**src/rtl/prog1_pkg.sv**
```systemverilog
// Shared types and constants for the program-1 harness sequencer.
// Result layout in data memory and the sequencer state encoding live here.
package prog1_pkg;

    typedef enum logic [3:0] {
        IDLE,
        LOAD,
        PRESET,
        LAUNCH,
        GUARD,
        WAIT,
        READ_MIN,
        READ_MAX,
        REPORT
    } seq_state_t;

    localparam int         DATA_W   = 8;
    localparam int         RES_W    = 5;
    localparam logic [7:0] MIN_ADDR = 8'd64;
    localparam logic [7:0] MAX_ADDR = 8'd65;
    localparam logic [7:0] HAM_MAX  = 8'd16;

    // Min starts at the largest legal distance, everything else in the result area at zero.
    function automatic logic [7:0] preset_value(input logic [7:0] addr);
        return (addr == MIN_ADDR) ? HAM_MAX : 8'd0;
    endfunction

endpackage

```
**src/rtl/prog1_sequencer_if.sv**
```systemverilog
// Operand stream, data-memory port, core handshake and result signals of the sequencer.
// master is the sequencer's view, slave is the surrounding harness.
interface prog1_sequencer_if;
    import prog1_pkg::*;

    logic              in_valid;
    logic              in_ready;
    logic [DATA_W-1:0] in_byte;
    logic              mem_sel;
    logic              mem_wr_en;
    logic [7:0]        mem_addr;
    logic [DATA_W-1:0] mem_wr_data;
    logic [DATA_W-1:0] mem_rd_data;
    logic              dut_start;
    logic              dut_done;
    logic              busy;
    logic              res_valid;
    logic [RES_W-1:0]  min_dist;
    logic [RES_W-1:0]  max_dist;
    logic              res_err;

    modport master (
        input  in_valid, in_byte, mem_rd_data, dut_done,
        output in_ready, mem_sel, mem_wr_en, mem_addr, mem_wr_data,
               dut_start, busy, res_valid, min_dist, max_dist, res_err
    );

    modport slave (
        output in_valid, in_byte, mem_rd_data, dut_done,
        input  in_ready, mem_sel, mem_wr_en, mem_addr, mem_wr_data,
               dut_start, busy, res_valid, min_dist, max_dist, res_err
    );

endinterface

```
**src/rtl/prog1_sequencer.sv**
```systemverilog
// Loads the operand stream, presets the result area, runs the core and reports Min/Max.
// All memory-port and handshake outputs are registered; busy/res_valid/res_err decode the state.
module prog1_sequencer
    import prog1_pkg::*;
#(
    parameter int NUM_OPS    = 32,
    parameter int DONE_GUARD = 2,
    parameter int TIMEOUT    = 65535
) (
    input logic               clk,
    input logic               reset,
    prog1_sequencer_if.master bus
);

    localparam logic [7:0]  LAST_BYTE  = 8'(2 * NUM_OPS - 1);
    localparam logic [15:0] GUARD_LAST = 16'(DONE_GUARD - 1);
    localparam logic [15:0] WAIT_LAST  = 16'(TIMEOUT - 1);

    seq_state_t  state, state_d;
    logic [7:0]  cnt, cnt_d;
    logic [15:0] tcnt, tcnt_d;
    logic        in_ready_q, in_ready_d;
    logic        mem_sel_q, mem_sel_d;
    logic        wr_en_q, wr_en_d;
    logic [7:0]  addr_q, addr_d;
    logic [7:0]  wr_data_q, wr_data_d;
    logic        dut_start_q, dut_start_d;
    logic [7:0]  min_q, min_d;
    logic [7:0]  max_q, max_d;
    logic        tout_q, tout_d;
    logic        xfer;

    // Full result bytes are kept so out-of-range values are caught before truncation.
    function automatic logic result_bad(input logic [7:0] mn, input logic [7:0] mx);
        return (mn > HAM_MAX) || (mx > HAM_MAX) || (mn > mx);
    endfunction

    assign xfer = bus.in_valid & in_ready_q;

    always_comb begin
        state_d     = state;
        cnt_d       = cnt;
        tcnt_d      = tcnt;
        in_ready_d  = in_ready_q;
        mem_sel_d   = mem_sel_q;
        wr_en_d     = 1'b0;
        addr_d      = addr_q;
        wr_data_d   = wr_data_q;
        dut_start_d = dut_start_q;
        min_d       = min_q;
        max_d       = max_q;
        tout_d      = tout_q;
        case (state)
            IDLE: begin
                in_ready_d = 1'b1;
                if (xfer) begin
                    wr_en_d   = 1'b1;
                    addr_d    = cnt;
                    wr_data_d = bus.in_byte;
                    cnt_d     = cnt + 8'd1;
                    tout_d    = 1'b0;
                    state_d   = LOAD;
                end
            end
            LOAD: begin
                if (xfer) begin
                    wr_en_d   = 1'b1;
                    addr_d    = cnt;
                    wr_data_d = bus.in_byte;
                    cnt_d     = cnt + 8'd1;
                    if (cnt == LAST_BYTE) begin
                        in_ready_d = 1'b0;
                        cnt_d      = MIN_ADDR;
                        state_d    = PRESET;
                    end
                end
            end
            PRESET: begin
                wr_en_d   = 1'b1;
                addr_d    = cnt;
                wr_data_d = preset_value(cnt);
                cnt_d     = cnt + 8'd1;
                if (cnt == 8'hFF) state_d = LAUNCH;
            end
            LAUNCH: begin
                mem_sel_d   = 1'b0;
                dut_start_d = 1'b0;
                tcnt_d      = 16'd0;
                state_d     = GUARD;
            end
            GUARD: begin
                tcnt_d = tcnt + 16'd1;
                if (tcnt == GUARD_LAST) begin
                    tcnt_d  = 16'd0;
                    state_d = WAIT;
                end
            end
            WAIT: begin
                if (bus.dut_done) begin
                    mem_sel_d = 1'b1;
                    addr_d    = MIN_ADDR;
                    state_d   = READ_MIN;
                end else if (tcnt == WAIT_LAST) begin
                    // Abort: reclaim memory and stop the core; previous results stay on the outputs.
                    tout_d      = 1'b1;
                    mem_sel_d   = 1'b1;
                    dut_start_d = 1'b1;
                    state_d     = REPORT;
                end else begin
                    tcnt_d = tcnt + 16'd1;
                end
            end
            READ_MIN: begin
                min_d   = bus.mem_rd_data;
                addr_d  = MAX_ADDR;
                state_d = READ_MAX;
            end
            READ_MAX: begin
                max_d       = bus.mem_rd_data;
                dut_start_d = 1'b1;
                state_d     = REPORT;
            end
            REPORT: begin
                cnt_d   = 8'd0;
                state_d = IDLE;
            end
            default: state_d = IDLE;
        endcase
    end

    always_ff @(posedge clk) begin
        if (reset) begin
            state       <= IDLE;
            cnt         <= 8'd0;
            tcnt        <= 16'd0;
            in_ready_q  <= 1'b0;
            mem_sel_q   <= 1'b1;
            wr_en_q     <= 1'b0;
            addr_q      <= 8'd0;
            wr_data_q   <= 8'd0;
            dut_start_q <= 1'b1;
            min_q       <= 8'd0;
            max_q       <= 8'd0;
            tout_q      <= 1'b0;
        end else begin
            state       <= state_d;
            cnt         <= cnt_d;
            tcnt        <= tcnt_d;
            in_ready_q  <= in_ready_d;
            mem_sel_q   <= mem_sel_d;
            wr_en_q     <= wr_en_d;
            addr_q      <= addr_d;
            wr_data_q   <= wr_data_d;
            dut_start_q <= dut_start_d;
            min_q       <= min_d;
            max_q       <= max_d;
            tout_q      <= tout_d;
        end
    end

    assign bus.in_ready    = in_ready_q;
    assign bus.mem_sel     = mem_sel_q;
    assign bus.mem_wr_en   = wr_en_q;
    assign bus.mem_addr    = addr_q;
    assign bus.mem_wr_data = wr_data_q;
    assign bus.dut_start   = dut_start_q;
    assign bus.busy        = (state != IDLE);
    assign bus.res_valid   = (state == REPORT);
    assign bus.res_err     = (state == REPORT) && (tout_q || result_bad(min_q, max_q));
    assign bus.min_dist    = min_q[RES_W-1:0];
    assign bus.max_dist    = max_q[RES_W-1:0];

endmodule
```
**src/flat_wrapper.sv**
```systemverilog
// flat-port wrapper written by rule: the top's interface ports become plain ports
module prog1_sequencer_flat import prog1_pkg::*;
#(
    parameter int NUM_OPS    = 32,
    parameter int DONE_GUARD = 2,
    parameter int TIMEOUT    = 65535
)
  (clk, reset, bus_in_valid, bus_in_byte, bus_mem_rd_data, bus_dut_done, bus_in_ready, bus_mem_sel, bus_mem_wr_en, bus_mem_addr, bus_mem_wr_data, bus_dut_start, bus_busy, bus_res_valid, bus_min_dist, bus_max_dist, bus_res_err);
  prog1_sequencer_if bus_i ();
  input logic clk;
  input logic reset;
  input wire logic [$bits(bus_i.in_valid)-1:0] bus_in_valid;
  input wire logic [$bits(bus_i.in_byte)-1:0] bus_in_byte;
  input wire logic [$bits(bus_i.mem_rd_data)-1:0] bus_mem_rd_data;
  input wire logic [$bits(bus_i.dut_done)-1:0] bus_dut_done;
  output wire logic [$bits(bus_i.in_ready)-1:0] bus_in_ready;
  output wire logic [$bits(bus_i.mem_sel)-1:0] bus_mem_sel;
  output wire logic [$bits(bus_i.mem_wr_en)-1:0] bus_mem_wr_en;
  output wire logic [$bits(bus_i.mem_addr)-1:0] bus_mem_addr;
  output wire logic [$bits(bus_i.mem_wr_data)-1:0] bus_mem_wr_data;
  output wire logic [$bits(bus_i.dut_start)-1:0] bus_dut_start;
  output wire logic [$bits(bus_i.busy)-1:0] bus_busy;
  output wire logic [$bits(bus_i.res_valid)-1:0] bus_res_valid;
  output wire logic [$bits(bus_i.min_dist)-1:0] bus_min_dist;
  output wire logic [$bits(bus_i.max_dist)-1:0] bus_max_dist;
  output wire logic [$bits(bus_i.res_err)-1:0] bus_res_err;
  assign bus_i.in_valid = bus_in_valid;
  assign bus_i.in_byte = bus_in_byte;
  assign bus_i.mem_rd_data = bus_mem_rd_data;
  assign bus_i.dut_done = bus_dut_done;
  assign bus_in_ready = bus_i.in_ready;
  assign bus_mem_sel = bus_i.mem_sel;
  assign bus_mem_wr_en = bus_i.mem_wr_en;
  assign bus_mem_addr = bus_i.mem_addr;
  assign bus_mem_wr_data = bus_i.mem_wr_data;
  assign bus_dut_start = bus_i.dut_start;
  assign bus_busy = bus_i.busy;
  assign bus_res_valid = bus_i.res_valid;
  assign bus_min_dist = bus_i.min_dist;
  assign bus_max_dist = bus_i.max_dist;
  assign bus_res_err = bus_i.res_err;
  prog1_sequencer #(.NUM_OPS(NUM_OPS), .DONE_GUARD(DONE_GUARD), .TIMEOUT(TIMEOUT)) u_core (.clk(clk), .reset(reset), .bus(bus_i));
endmodule
```
**config.mk**
```make
export PLATFORM = sky130hd
export DESIGN_NAME = prog1_sequencer_flat
export DESIGN_NICKNAME = d
export VERILOG_FILES = /design/src/rtl/prog1_pkg.sv /design/src/rtl/prog1_sequencer_if.sv /design/src/rtl/prog1_sequencer.sv /design/src/flat_wrapper.sv
export SDC_FILE = /design/constraint.sdc
export NUM_CORES = 1
export LEC_CHECK = 0
export BUFFER_PORTS_ARGS = -buffer_cell sky130_fd_sc_hd__buf_2
export CORE_MARGIN = 1
export CORE_UTILIZATION = 30
export CTS_BUF_LIST = sky130_fd_sc_hd__clkbuf_8
export CTS_CLUSTER_DIAMETER = 80
export DETAILED_ROUTE_END_ITERATION = 10
export HOLD_SLACK_MARGIN = 0.15
export PLACE_DENSITY = 0.46
export SLEW_MARGIN = 20
export SYNTH_ARGS = -nofsm -noshare
export SYNTH_HDL_FRONTEND = slang
export SYNTH_SLANG_ARGS = --single-unit
```
**constraint.sdc**
```tcl
create_clock -name clk -period 2.8 [get_ports clk]
set_clock_uncertainty 0.05 [all_clocks]
set_input_delay 0.14 -clock clk [delete_from_list [all_inputs] [get_ports clk]]
set_output_delay 0.14 -clock clk [all_outputs]
set_load 0.05 [all_outputs]
```
# Yosys cells after proc, flatten, opt, wreduce, memory -nomap -nowiden

Index checks and enable logic that the tools add are counted.

Add/sub/neg operators: 2
Multipliers: 0
Div/mod/pow operators: 0
$lt $le $gt $ge: 3
Eq/ne operators: 24
Shifts and indexed selects: 0
Multiplexer cells: 34
Bitwise logic cells: 1
Reductions and logical operators: 24

Operator list:

| cell                                                                             | number |
|---|---|
| 8-bit one-hot mux with 4 select lines                                            | 2 |
| 16-bit 2-to-1 mux                                                                | 3 |
| 8-bit 2-to-1 mux                                                                 | 6 |
| 16-bit one-hot mux with 3 select lines                                           | 1 |
| 4-bit one-hot mux with 8 select lines                                            | 1 |
| 4-bit 2-to-1 mux                                                                 | 7 |
| 16-bit by 1-bit adder with 16-bit output (second input constant)                 | 1 |
| 16-bit by 1-bit equality test with 1-bit output (second input constant)          | 1 |
| 16-bit equality test (second input constant)                                     | 1 |
| 4-bit by 3-bit equality test with 1-bit output (second input constant)           | 4 |
| 8-bit by 5-bit greater-than comparator with 1-bit output (second input constant) | 2 |
| 8-bit one-hot mux with 2 select lines                                            | 1 |
| 3-bit AND reduction                                                              | 5 |
| 2-bit by 1-bit inequality test with 1-bit output (second input constant)         | 7 |
| 4-bit nonzero test                                                               | 3 |
| 8-bit by 1-bit adder with 8-bit output (second input constant)                   | 1 |
| 4-bit by 2-bit equality test with 1-bit output (second input constant)           | 2 |
| 8-bit by 6-bit equality test with 1-bit output (second input constant)           | 1 |
| 8-bit by 7-bit equality test with 1-bit output (second input constant)           | 1 |
| 8-bit equality test (second input constant)                                      | 1 |
| 8-bit greater-than comparator                                                    | 1 |
| 1-bit one-hot mux with 2 select lines                                            | 4 |
| 2-bit nonzero test                                                               | 4 |
| 1-bit 2-to-1 mux                                                                 | 7 |
| 15 further kinds                                                                 | 21 |

Flip-flop bits (word level): 65
Latch bits: 0
Bits in writable memories: 0
ROM bits: 0
Input bits: 20
Output and inout bits: 33
Word-level logic and storage cells: 100
Memories kept: 0

# Logic depth before layout (Yosys ltp)

Depth in word-level cells: 5
Mapped depth: 8
Depth with buffers taken out: 7

# Worst setup path after synthesis

No wires, ideal clock.

Kind: register to output
From: register u_core.state[2]
To: output bus_res_err
Data arrival time: 1,902 ps
Data required time: 2,610 ps
Slack: 708 ps
Cell stages (with the launch flop): 6
Buffers on the path: 1
Path through: dfxtp_1 -> nor2_1 -> and3_1 -> clkbuf_1 -> o31a_1 -> o31a_1

Word-level cells in the longest chain between the ends: 2

RTL lines:

| what                   | RTL line               | source |
|---|---|---|
| start, declared        | prog1_sequencer.sv:19  | `seq_state_t state, state_d;` |
| start signal, assigned | prog1_sequencer.sv:146 | `state <= state_d;` |
| 4-bit equality test    | --                     |  |
| via bus_res_valid      | flat_wrapper.sv:23     | `output wire logic [$bits(bus_i.res_valid)-1:0] bus_res_valid;` |
| 1-bit logical AND      | prog1_sequencer.sv:169 | `assign bus.res_err = (state == REPORT) && (tout_q \|\| result_bad(min_q, max_q));` |
| end, declared          | flat_wrapper.sv:26     | `output wire logic [$bits(bus_i.res_err)-1:0] bus_res_err;` |

The timed path passes the listed nets, and every way through them passes these cells.

# Worst setup path after layout

From: register u_core.state[1]
To: output bus_res_err

Word-level cells in the longest chain between the ends: 2

RTL lines:

| what                | RTL line |
|---|---|
| 4-bit equality test | prog1_sequencer.sv:169 |
| 1-bit logical AND   | prog1_sequencer.sv:169 |

Every way passes these cells.

==> run_results.csv <==
group,metric,value,unit
power_and_ir_drop,switching_share,37.3,%
power_and_ir_drop,p_seq_share,40.5,%
sta,rsz0062_at_grt,"false",
power_and_ir_drop,p_per_area,662,nW/um2
clock_network,cts_buffer_depth,2,
finish,area_growth,18.2,%
global_routing,grt_util_met1,19.8,%
drt,vias,3089,
sta,tightest_slew,828,ps
worst_setup_path,cp.arrival,2140,ps
finish,layout_commonest_cell,"dfxtp_1",
finish,final.fill_count,1176,
clock_network,cts_root_buf,"clkbuf_8",
logic_synthesis,synth_seq_cells,65,
worst_setup_path,path_common_cell,"o31a_1",
die,die_y,109,um
worst_setup_path,cp_data_required_time,2610,ps
power_and_ir_drop,pwr-share-comb,30.5,%
worst_setup_path,crit_chain,"buf_4 -> nor2_1 -> and3_1 -> o31a_1 -> o31a_1 -> buf_2",
sta,fin_setup_tns,0,ps
hold_path,hp-class,"input pin to flop",
global_routing,gr-total-overflow,0,
clock_network,cts_hold_buf,16,
logic_synthesis,synth.avg_cell_area,8.19,um2
clock_network,clock-sinks,65,
global_routing,use_met2,25.2,%
die,core_area,11000,um2
logic_synthesis,synth_cell_types,56,
power_and_ir_drop,p_int,0.00168,W
worst_setup_path,end_kind,"output port",
worst_setup_path,critical_path.max_stage_delay,410,ps
sta,fmax,429,MHz
worst_setup_path,r2r-end,"u_core.state[3]$_SDFFE_PP0P_",
global_routing,grt_pass1_vias,2905,
power_and_ir_drop,p_sw,0.00100,W
clock_network,cts.repair.resized,0,
die,start_util,31.2,%
finish,fin_util,36.8,%
logic_synthesis,async_flop_share,0,%
clock_network,cts_setup_buffers,0,
global_routing,grt-busiest-layer,"met2",
logic_synthesis,synth_top_area_share,38.0,%
sta,period_share,83.3,%
power_and_ir_drop,power.leakage,1.49,nW
logic_synthesis,synth_ff_type,"dfxtp_1",
drt,totalWireLength,8.71,mm
drt,firstDrtPassIters,4,
logic_synthesis,syn_nets,451,
die,fp.dieArea,11800,um2
hold_path,min_to,"u_core.bus.in_ready$_SDFFE_PP0P_",
global_routing,grt_antenna_before_repair,0,
power_and_ir_drop,ir_worst_vdd,0.000281,V
die,io_pins,53,
worst_setup_path,crit_fanout,12,
clock_network,cts_tree,"yes",
logic_synthesis,synth_edf_count,0,
finish,diodes,0,
logic_synthesis,ys_seq_area_share,38.0,%
hold_path,hold_depth,4,
worst_setup_path,r2r_cells,5,
drt,wire_per_inst,14.2,um
worst_setup_path,rrSetupSlack,600,ps
drt,vias_per_cell,5.05,
sta,slew_viol_final,0,
die,num_rows,38,
logic_synthesis,synthTopCellsByArea,"dfxtp_1, nand2_1, a21oi_1",
sta,hold_viol,0,
place,io_buffers,52,
logic_synthesis,synth_area,3420,um2
worst_setup_path,critical_path.startpoint_type,"flop",
global_routing,use_met3,2.75,%
drt,antenna_left,0,
drt,drc_errors,0,
clock_network,clk_latency,340,ps
logic_synthesis,yosysWarnings,0,
finish,drive_gt1_share,16.5,%
clock_network,numCtsBuffers,9,
power_and_ir_drop,clock_power_share,28.9,%
drt,drt_iter0_markers,148,
logic_synthesis,yosys.area.top_type,"dfxtp_1",
worst_setup_path,worstReg2RegStart,"u_core.tcnt[7]$_SDFFE_PP0P_",
status,outcome,"finished, final reports clean",
job,max-cap-violations,0,
clock_network,clk_pin_slew,70,ps
worst_setup_path,worst_path_max_delay_cell,"dfxtp_1",
place,hpwl,6.19,mm
worst_setup_path,path_class,"flop to output port",
finish,seq_area,1300,um2
place,finalWeightedCongestion,0.839,
global_routing,grt_max_degree,40,
sta,setup_violations,0,
logic_synthesis,synthCells,418,
sta,relSlewSlack,44.3,%
finish,nets,500,
sta,fin_crit,2330,ps
finish,multi_input_area,1850,um2
clock_network,htree_num_levels,3,
hold_path,min_from,"bus_in_valid",
finish,layout_common_cells,"dfxtp_1, nand2_1, buf_2",
global_routing,grt_pass1_wl,14.2,mm
die,die_x,109,um
global_routing,grt_usage,15.5,%
## cell usage after synthesis (3+ instances only)
cell and instances:
clkbuf_1 10, or2_2 3, mux2i_1 3, buf_2 11
a22o_1 7, buf_4 10, a2111oi_1 7, nand3b_1 3
nor3_1 10, o21ai_0 9, nor2b_1 7, or4_1 3
inv_1 23, a21oi_1 38, a31oi_1 3, ha_1 13
o21ai_1 3, nand3_1 18, dfxtp_1 65, xnor2_1 16
o41ai_1 3, a211oi_1 5, and3_1 4, or3_1 3
nor4_1 7, nand2_1 61, nor2_1 29, nand4_1 11
## worst max-delay path: cells and delay by family, from the launching register on
kind / cells / cell delay [ps]
compound gates: 2 / 310
buf+inv: 2 / 470
flops: 1 / 410
simple gates: 2 / 620
## metal layers
metal,part of all wire [%],vias up
li1,-,1565
met1,48,1424
met2,45,87
met3,5.0,13
met4,2.0,0
met5,0,-
## how the worst max path moves through the flow
stage | from | endpoint | slack (ps) | cells past startpoint
floorplan | u_core.state[2]$_SDFFE_PP0P_ | bus_res_err | 710 | 5
global placement | u_core.tcnt[0]$_SDFFE_PP0P_ | u_core.state[3]$_SDFFE_PP0P_ | 550 | 7
detailed placement | u_core.state[3]$_SDFFE_PP0P_ | u_core.tcnt[12]$_SDFFE_PP0P_ | 630 | 4
CTS | u_core.state[1]$_SDFFE_PP0P_ | bus_res_err | 420 | 6
global route | u_core.state[1]$_SDFFE_PP0P_ | bus_res_err | 340 | 6
finish | u_core.state[1]$_SDFFE_PP0P_ | bus_res_err | 470 | 6
## stage by stage
stage | setup slack (ps) | hold WS (ps) | power (W) | std cells | cell area (um2)
after floorplan | 708 | 216 | 0.00172 | 418 | 3420
after global placement | 547 | 302 | 0.00191 | 580 | 3700
after detailed placement | 631 | 304 | 0.00191 | 580 | 3700
after CTS | 422 | 158 | 0.00271 | 612 | 4050
after global routing | 342 | 197 | 0.00282 | 612 | 4050
final | 468 | 169 | 0.00268 | 612 | 4050
## kinds of logic (layout without fill, tap and decap cells)
group / after synthesis / count (layout) / share of synthesized area (%)
fa+ha+maj: 13 / 13 / 4.75
flops: 65 / 65 / 38.0
mux: 3 / 3 / 0.878
simple gates: 173 / 173 / 25.7
buf+inv: 56 / 110 / 7.86
compound gates: 91 / 91 / 18.4
xor+xnor: 17 / 17 / 4.35
## power by group through the flow
| stage | clock, W | combinational, W | sequential (W) |
|---|---|---|---|
| floorplan | 0 | 0.000454 | 0.00126 |
| global route | 0.000842 | 0.000886 | 0.00110 |
| detailed placement | 0 | 0.000802 | 0.00111 |
| finish | 0.000776 | 0.000819 | 0.00109 |
| global placement | 0 | 0.000800 | 0.00111 |
| CTS | 0.000806 | 0.000823 | 0.00109 |
## area by class of cell
type / count / share of cell area [%]
sequential: 65 / 32.2
tap: 140 / 4.33
timing repair buffer: 71 / 10.9
inverter: 23 / 2.13
multi-input combinational: 297 / 45.8
clock inverter: 6 / 1.27
clock buffer: 10 / 3.40
## registers in the layout, indices dropped and copies added (netlist names)
signal                  count
u_core.bus.mem_wr_en        1
u_core.cnt                  8
u_core.max_q                8
u_core.min_q                8
u_core.bus.mem_addr         8
u_core.bus.mem_wr_data      8
u_core.tcnt                16
u_core.tout_q               1
u_core.state                4
u_core.bus.dut_start        1
u_core.bus.mem_sel          1
u_core.bus.in_ready         1
(Power assumes the default switching activity.)
